$ cat src/rtl/argo_block_reducer.sv
// Block reducer: sums each run of BLOCK_LEN accepted words (or a flushed partial run)
// and hands the result downstream on a valid/ready stream.
module argo_block_reducer #(
    parameter int unsigned WIDTH     = 32,
    parameter int unsigned BLOCK_LEN = 4,
    parameter int unsigned CNT_W     = $clog2(BLOCK_LEN + 1)
) (
    input  logic             clk,
    input  logic             rst,
    input  logic             ivalid,
    output logic             iready,
    input  logic [WIDTH-1:0] datain,
    input  logic             flush,
    output logic             ovalid,
    input  logic             oready,
    output logic [WIDTH-1:0] dataout,
    output logic [CNT_W-1:0] olen,
    output logic             ocarry,
    output logic [31:0]      blocks_out
);

    typedef enum logic {StAccum, StEmit} state_t;

    state_t             state_q, state_d;
    logic [WIDTH-1:0]   acc_q, acc_d;
    logic [CNT_W-1:0]   cnt_q, cnt_d;
    logic               carry_q, carry_d;
    logic               ovalid_q, ovalid_d;
    logic [WIDTH-1:0]   dataout_q, dataout_d;
    logic [CNT_W-1:0]   olen_q, olen_d;
    logic               ocarry_q, ocarry_d;
    logic [31:0]        blocks_q, blocks_d;

    logic               accept;
    logic [WIDTH:0]     sum_full;
    logic [CNT_W-1:0]   cnt_inc;
    logic               close_blk;

    // iready depends only on state, never on oready or ivalid.
    assign iready = (state_q == StAccum) && !rst;
    assign accept = ivalid && iready;

    assign sum_full = {1'b0, acc_q} + {1'b0, datain};
    assign cnt_inc  = cnt_q + CNT_W'(1);

    // A block closes on its last word, or on flush when anything is pending.
    assign close_blk = (accept && (cnt_inc == CNT_W'(BLOCK_LEN)))
                     || (flush && ((cnt_q != '0) || accept));

    // Next-state: accumulate, load the output register on close, release on handoff.
    always_comb begin
        state_d   = state_q;
        acc_d     = acc_q;
        cnt_d     = cnt_q;
        carry_d   = carry_q;
        ovalid_d  = ovalid_q;
        dataout_d = dataout_q;
        olen_d    = olen_q;
        ocarry_d  = ocarry_q;
        blocks_d  = blocks_q;

        unique case (state_q)
            StAccum: begin
                if (accept) begin
                    acc_d   = sum_full[WIDTH-1:0];
                    cnt_d   = cnt_inc;
                    carry_d = carry_q | sum_full[WIDTH];
                end
                if (close_blk) begin
                    state_d   = StEmit;
                    ovalid_d  = 1'b1;
                    dataout_d = accept ? sum_full[WIDTH-1:0] : acc_q;
                    olen_d    = accept ? cnt_inc : cnt_q;
                    ocarry_d  = accept ? (carry_q | sum_full[WIDTH]) : carry_q;
                    acc_d     = '0;
                    cnt_d     = '0;
                    carry_d   = 1'b0;
                end
            end
            StEmit: begin
                if (ovalid_q && oready) begin
                    ovalid_d = 1'b0;
                    blocks_d = blocks_q + 32'd1;
                    state_d  = StAccum;
                end
            end
            default: state_d = StAccum;
        endcase
    end

    // State and output registers.
    always_ff @(posedge clk or posedge rst) begin
        if (rst) begin
            state_q   <= StAccum;
            acc_q     <= '0;
            cnt_q     <= '0;
            carry_q   <= 1'b0;
            ovalid_q  <= 1'b0;
            dataout_q <= '0;
            olen_q    <= '0;
            ocarry_q  <= 1'b0;
            blocks_q  <= '0;
        end else begin
            state_q   <= state_d;
            acc_q     <= acc_d;
            cnt_q     <= cnt_d;
            carry_q   <= carry_d;
            ovalid_q  <= ovalid_d;
            dataout_q <= dataout_d;
            olen_q    <= olen_d;
            ocarry_q  <= ocarry_d;
            blocks_q  <= blocks_d;
        end
    end

    assign ovalid     = ovalid_q;
    assign dataout    = dataout_q;
    assign olen       = olen_q;
    assign ocarry     = ocarry_q;
    assign blocks_out = blocks_q;

endmodule

$ cat config.mk
export PLATFORM = sky130hd
export DESIGN_NAME = argo_block_reducer
export DESIGN_NICKNAME = d
export VERILOG_FILES = /design/src/rtl/argo_block_reducer.sv
export SDC_FILE = /design/constraint.sdc
export NUM_CORES = 1
export LEC_CHECK = 0
export ABC_AREA = 1
export CORE_ASPECT_RATIO = 0.5
export CORE_MARGIN = 2
export CORE_UTILIZATION = 50
export CTS_CLUSTER_DIAMETER = 30
export DETAILED_ROUTE_END_ITERATION = 6
export PLACE_DENSITY = 0.79
export SYNTH_ARGS = -nofsm -noshare
export SYNTH_HDL_FRONTEND = slang
export SYNTH_SLANG_ARGS = --single-unit
$ cat constraint.sdc
create_clock -name clk -period 3.4 [get_ports clk]
set_clock_uncertainty 0.1 [all_clocks]
set_input_delay 0.51 -clock clk [delete_from_list [all_inputs] [get_ports clk]]
set_output_delay 0.51 -clock clk [all_outputs]
set_load 0.01 [all_outputs]
==> flow_metrics.env, run 1 <==
export IMPL_worst_path_max_fanout=4
export IMPL_routabilityCongestion=0.9703
export IMPL_fp_row_count=31
export IMPL_synth_warnings=0
export IMPL_synthTopCellsByArea="dfrtp_1, nand2_1, inv_1, ha_1, nand3_1"
export IMPL_grt_busiest_layer="met2"
export IMPL_whs_ns=0.3854
export IMPL_r2r_start="acc_q[0]"
export IMPL_ios=107
export IMPL_drive_above_1_share=0.05789
export IMPL_crit_start="datain[0]"
export IMPL_cp_end_kind="flop"
export IMPL_syn_nets=1156
export IMPL_fill_cells=1341
export IMPL_portBuffers=106
export IMPL_setup_viol=0
export IMPL_p_per_area_mw_per_mm2=644.3
export IMPL_viasPerCell=5.199
export IMPL_fin_nets=1261
export IMPL_finalCoreUtilization=0.6224
export IMPL_h_tree_depth=3
export IMPL_irDropWorstVdd_mv=0.3171
export IMPL_finalHoldViolCount=0
export IMPL_ctsHoldBuffers=0
export IMPL_finalCriticalPeriod_ns=2.658
export IMPL_dieArea_mm2=0.01578
export IMPL_ys_flop_type="dfrtp_1"
export IMPL_async_flop_share=1.000
export IMPL_drt_initial_drc_count=652
export IMPL_cts_buffers=9
export IMPL_drt_wl_total_mm=21.42
export IMPL_ctsResizeCount=0
export IMPL_yosysSeqAreaShare=0.3599
export IMPL_synth_seq_cells=106
export IMPL_synthAdderAreaFrac=0.06384
export IMPL_max_slew_margin_rel=0.6469
export IMPL_total_power_mw=5.785
export IMPL_tritoncts="built"
export IMPL_p_leak_nw=4.895
export IMPL_clock_fmax_ghz=0.3763
export IMPL_yosys_area_share_simple=0.3739
export IMPL_use_met1=0.4007
export IMPL_p_sw_frac=0.4399
export IMPL_synthXorXnorAreaFrac=0.04261
export IMPL_cp_start_kind="primary input"
export IMPL_critPathArrivalTime_ns=2.78
export IMPL_power_frac_clock=0.194
export IMPL_cts_path_max_buffers=2
export IMPL_hp_start="dataout[23]"
export IMPL_syn_to_final_growth_pct=21.85
export IMPL_vias=7226
export IMPL_drv_slew=0
export IMPL_synth_distinct_cells=37
export IMPL_synth_area_mm2=0.007370
export IMPL_synth_compound_area_frac=0.05823
export IMPL_worstPathRequired_ns=3.52
export IMPL_seqPwrFrac=0.324
export IMPL_synth_edf_count=0
export IMPL_met3_usage=0.06261
export IMPL_regArea_mm2=0.002653
export IMPL_multiInputGateArea_mm2=0.004009
export IMPL_grt_pass1_vias=6933
export IMPL_rsz0062_at_grt="false"
export IMPL_hold_class="reg2reg"
export IMPL_die_h_um=89.85
export IMPL_drcViolationCount=0
export IMPL_finalCritPeriodShare=0.7817
export IMPL_clock_latency_ns=0.36
export IMPL_p_switching_mw=2.545
export IMPL_synth_top_area_share=0.3599
export IMPL_cts_setup_buffers=0
export IMPL_grt_util_met2=0.4304
export IMPL_max_cap_violations=0
export IMPL_antenna_found_initial=0
export IMPL_synth_top_family_by_area="simple AND/OR/NAND/NOR gates"
export IMPL_clk_pin_slew_ns=0.08
export IMPL_core_area_mm2=0.01443
export IMPL_tightest_slew_ns=0.5290
export IMPL_grt_pass1_wl_mm=35.09
export IMPL_synth_top_area_cell="dfrtp_1"
export IMPL_place_detailed_hpwl_mm=16.53
export IMPL_floorplan_initialDensity=0.5108
export IMPL_syn_inst=1082
export IMPL_internal_power_mw=3.241
export IMPL_drt_pre_antenna_iters=5
export IMPL_syn_area_per_cell_um2=6.811
export IMPL_grt_usage=0.2786
export IMPL_outcome="finished, final reports clean"
export IMPL_combPwrFrac=0.481
export IMPL_cts_root_buf="clkbuf_16"
export IMPL_synthMostInstantiatedCell="nand2_1"
export IMPL_routedWlPerCell_um=15.41
export IMPL_yosys_top_cells_count="nand2_1, inv_1, dfrtp_1, nand3_1, nor2_1"
export IMPL_grt_max_degree=49
export IMPL_synth_mux_area_frac=0.005433
export IMPL_timing_setup_tns_ns=0
export IMPL_crit_type="in2reg"
export IMPL_drtAntennaViolNets=0
export IMPL_die_width_um=175.7
export IMPL_grt_overflow=0
export IMPL_antenna_cells=0
export IMPL_cts_sinks=106
-- final timing paths --
path	cells after the start	endpoint	slack, ns
min reg2reg	2	dataout[23]	0.39
max in group asynchronous	3	acc_q[23]	2.04
max	10	dataout[8]	0.74
min	2	dataout[23]	0.39
max reg2reg	9	dataout[8]	0.92
min in group asynchronous	2	blocks_out[21]	0.46
-- flip-flops by register name (all words and copies together), names as in the netlist --
| register | count |
|---|---|
| cnt_q | 3 |
| acc_q | 32 |
| state_q | 1 |
| ovalid | 1 |
| dataout | 32 |
| olen | 3 |
| blocks_out | 32 |
| carry_q | 1 |
| ocarry | 1 |
-- stage by stage --
| step | std cells | setup WS, ns | area, um2 |
|---|---|---|---|
| 3_5_place_dp | 1374 | 0.4449 | 8666 |
| 3_3_place_gp | 1374 | 0.4565 | 8666 |
| 5_1_grt | 1390 | 0.5932 | 8980 |
| 2_1_floorplan | 1082 | 0.001108 | 7370 |
| 4_1_cts | 1390 | 0.8076 | 8980 |
| 6_report | 1390 | 0.7423 | 8980 |
-- routing by layer --
metal	up-vias	part of all wire
met4	0	0.010
met2	272	0.43
met1	3350	0.47
li1	3586	-
met3	18	0.085
met5	-	0
-- area by class of cell --
cell class,count,share of cell area
clock buffer,9,0.02508
timing repair buffer,115,0.1285
tap,198,0.02759
clock inverter,7,0.009893
inverter,160,0.06716
multi-input combinational,795,0.4464
sequential,106,0.2954
-- critical path: stages --
cell             delay, ns
clkdlybuf4s50_1       0.40
ha_1                  0.26
fa_1                  0.46
nand3_1               0.10
nand3_1               0.19
a21oi_1               0.32
buf_4                 0.20
nor2_1                0.05
o22ai_1               0.18
o21ai_0               0.11
-- cells by family after synthesis --
logic type      Yosys count
simple gates            640
buf+inv                 181
flops                   106
compound gates           79
fa+ha+maj                37
xor+xnor                 35
mux                       4
-- cell usage in the layout, fill, tap and decap left out, types with 10 or more instances in the layout --
cell type / instances
o21ai_0: 32
xnor2_1: 10
nor3_1: 11
a21oi_1: 27
xor2_1: 24
clkdlybuf4s50_1: 106
nand2_1: 418
dfrtp_1: 106
or2_2: 15
inv_1: 154
nand3_1: 90
ha_1: 36
nor2_1: 64
-- power by group through the flow --
stage | logic [mW] | registers, mW | clock network (mW)
finish | 2.78 | 1.88 | 1.12
global route | 3.11 | 1.92 | 1.19
CTS | 2.77 | 1.87 | 1.14
detailed placement | 2.76 | 1.89 | 0
global placement | 2.72 | 1.88 | 0
floorplan | 1.66 | 1.91 | 0
Note: power is estimated with default switching activity, not from simulation.
==> run 2: changes to the inputs <==
clock period = 2.2 ns   (was 3.4 ns; I/O delays follow)
==> run 2 against run 1 <==
Routed wire length is 2.6% higher; core utilization is 6.2 points higher; via count is 3.7% higher; flip-flop and latch count stayed put; die area stayed put; hold slack worse by 0.0019 ns; cell count is 5.0% higher; count of clock-buffer cells in the layout stayed put; sequential power is 55% higher; critical path type is now reg2reg; largest cell class unchanged; highest routed layer unchanged.
==> flow_metrics.env, run 2 (same netlist as run 1, synthesis figures left out) <==
export IMPL_outcome="finished, final reports clean"
export IMPL_die_width_um=175.7
export IMPL_critPathArrivalTime_ns=2.28
export IMPL_ios=107
export IMPL_critPathSlowestCell="fa_2"
export IMPL_drcViolationCount=0
export IMPL_placed_cell_area_mm2=0.009175
export IMPL_vias=7493
export IMPL_dieArea_mm2=0.01578
export IMPL_max_stage_delay_ns=0.43
export IMPL_routabilityCongestion=0.9401
export IMPL_floorplan_initialDensity=0.5108
export IMPL_use_met1=0.3860
export IMPL_setup_viol=0
export IMPL_finalHoldViolCount=0
export IMPL_grt_pass1_wl_mm=35.56
export IMPL_drt_wl_total_mm=21.99
export IMPL_hold_class="reg2reg"
export IMPL_grt_pass1_vias=7314
export IMPL_antenna_found_initial=0
export IMPL_grt_overflow=0
export IMPL_dp_slack_ns=-0.4665
export IMPL_fin_nets=1331
export IMPL_grt_max_degree=107
export IMPL_drt_pre_antenna_iters=5
export IMPL_cp_num_buf_inv=1
export IMPL_finalCritPeriodShare=0.9726
export IMPL_final_setup_worst_slack_ns=0.06033
export IMPL_final_area_mm2=0.009868
export IMPL_h_tree_depth=3
export IMPL_drt_initial_drc_count=529
export IMPL_grt_busiest_layer="met2"
export IMPL_clk_pin_slew_ns=0.08
export IMPL_final_common_cell="nand2_1"
export IMPL_finalCriticalPeriod_ns=2.140
export IMPL_max_slew_margin_rel=0.6200
export IMPL_clock_fmax_ghz=0.4674
export IMPL_antenna_cells=0
export IMPL_syn_to_final_growth_pct=33.90
export IMPL_viasPerCell=5.132
export IMPL_place_detailed_hpwl_mm=16.29
export IMPL_layout_common_cells="nand2_1, inv_1, dfrtp_1"
export IMPL_crit_chain="ha_4 > fa_2 > nand3_2 > nand3_4 > buf_4 > xor2_1 > mux2i_1 > o21ai_0"
export IMPL_cts_buffers=9
export IMPL_drive_above_1_share=0.1561
export IMPL_drv_slew=0
export IMPL_ctsHoldBuffers=0
export IMPL_met3_usage=0.06684
export IMPL_cp_end_kind="flop"
export IMPL_rsz0062_at_grt="true"
export IMPL_grt_usage=0.2813
export IMPL_drtAntennaViolNets=0
export IMPL_tritoncts="built"
export IMPL_tightest_slew_ns=0.5700
export IMPL_portBuffers=106
export IMPL_crit_type="reg2reg"
export IMPL_cts_root_buf="clkbuf_16"
export IMPL_irDropWorstVdd_mv=0.4869
export IMPL_routedWlPerCell_um=15.06
export IMPL_grt_util_met2=0.4498
export IMPL_fp_row_count=31
export IMPL_cts_sinks=106
export IMPL_core_area_mm2=0.01443
export IMPL_cp_start_kind="flop"
export IMPL_p_leak_nw=5.325
export IMPL_die_h_um=89.85
export IMPL_worstPathRequired_ns=2.34
export IMPL_clock_latency_ns=0.37
export IMPL_worst_path_max_fanout=4
export IMPL_cts_path_max_buffers=2
export IMPL_max_cap_violations=0
export IMPL_critPathTopFamily="adder cells"
export IMPL_p_per_area_mw_per_mm2=981.1
run 2: cell types whose count changed in the layout (fill, tap and decap cells not counted), sizes merged:
cell,previous run,this run
buf,9,79
clkdlybuf4s50,106,100
clkinv,3,5
clkinvlp,0,2
dlymetal6s2s,0,6
inv,164,160
run 2: where the power goes:
group	switching, mW	internal [mW]	leakage [nW]
clock	0.837	0.791	0.140
combinational	2.82	2.32	3.80
sequential	0.457	2.46	1.38
total	4.11	5.57	5.32
run 2: area by class of cell:
| type | count | area, um2 |
|---|---|---|
| clock buffers | 9 | 225.2 |
| clock inverters | 7 | 66.31 |
| fillers | 1240 | 4561 |
| inverters | 160 | 604.3 |
| multi-input cells | 795 | 4362 |
| flip-flops and latches | 106 | 2653 |
| well taps | 198 | 247.7 |
| repair buffers | 185 | 1710 |
run 2: what timing repair did:
action	CTS	global route
gates cloned	0	0
resized for setup	4	72
setup endpoints to repair	13	52
setup buffers	0	4
pin swaps	0	8
run 2: worst min-delay path: stages (launching register included):
cell and delay, ns:
dfrtp_1 0.35, nand2_1 0.05, nand2_1 0.06
run 2: path summary, 6_finish.rpt:
kind                             startpoint           to  slack, ns  cells past startpoint
worst max-delay path               acc_q[0]   dataout[4]       0.06                      8
worst min-delay path            dataout[31]  dataout[31]       0.38                      2
worst max register to register     acc_q[0]   dataout[4]       0.06                      8
worst min register to register  dataout[31]  dataout[31]       0.38                      2
max in group asynchronous               rst     acc_q[5]       1.18                      3
min in group asynchronous               rst      olen[1]       0.42                      3
run 2: per-stage QoR:
stage | hold WS [ns] | setup TNS [ns] | power [mW] | std cells | utilization
final | 0.3835 | 0 | 9.681 | 1460 | 0.6839
after detailed placement | 0.3638 | -18.39 | 7.657 | 1440 | 0.6359
after global routing | 0.4043 | -0.4044 | 10.37 | 1460 | 0.6839
after CTS | 0.3885 | 0 | 9.317 | 1456 | 0.6572
after global placement | 0.3628 | -16.01 | 7.508 | 1440 | 0.6359
after floorplan | 0.3645 | 0 | 5.523 | 1082 | -
run 2: per-layer routing:
metal  routed length [um]  up-vias
met4                  348        0
li1                     -     3718
met2                10030      212
met5                    0        -
met3                 1642       31
met1                 9962     3532
==> run 3: changes to the inputs <==
CTS_CLUSTER_DIAMETER = unset   (was 30)
TNS_END_PERCENT = 100   (was unset)
==> results of run 3 <==
The final DEF is identical to that of run 2; final timing and power are the same.
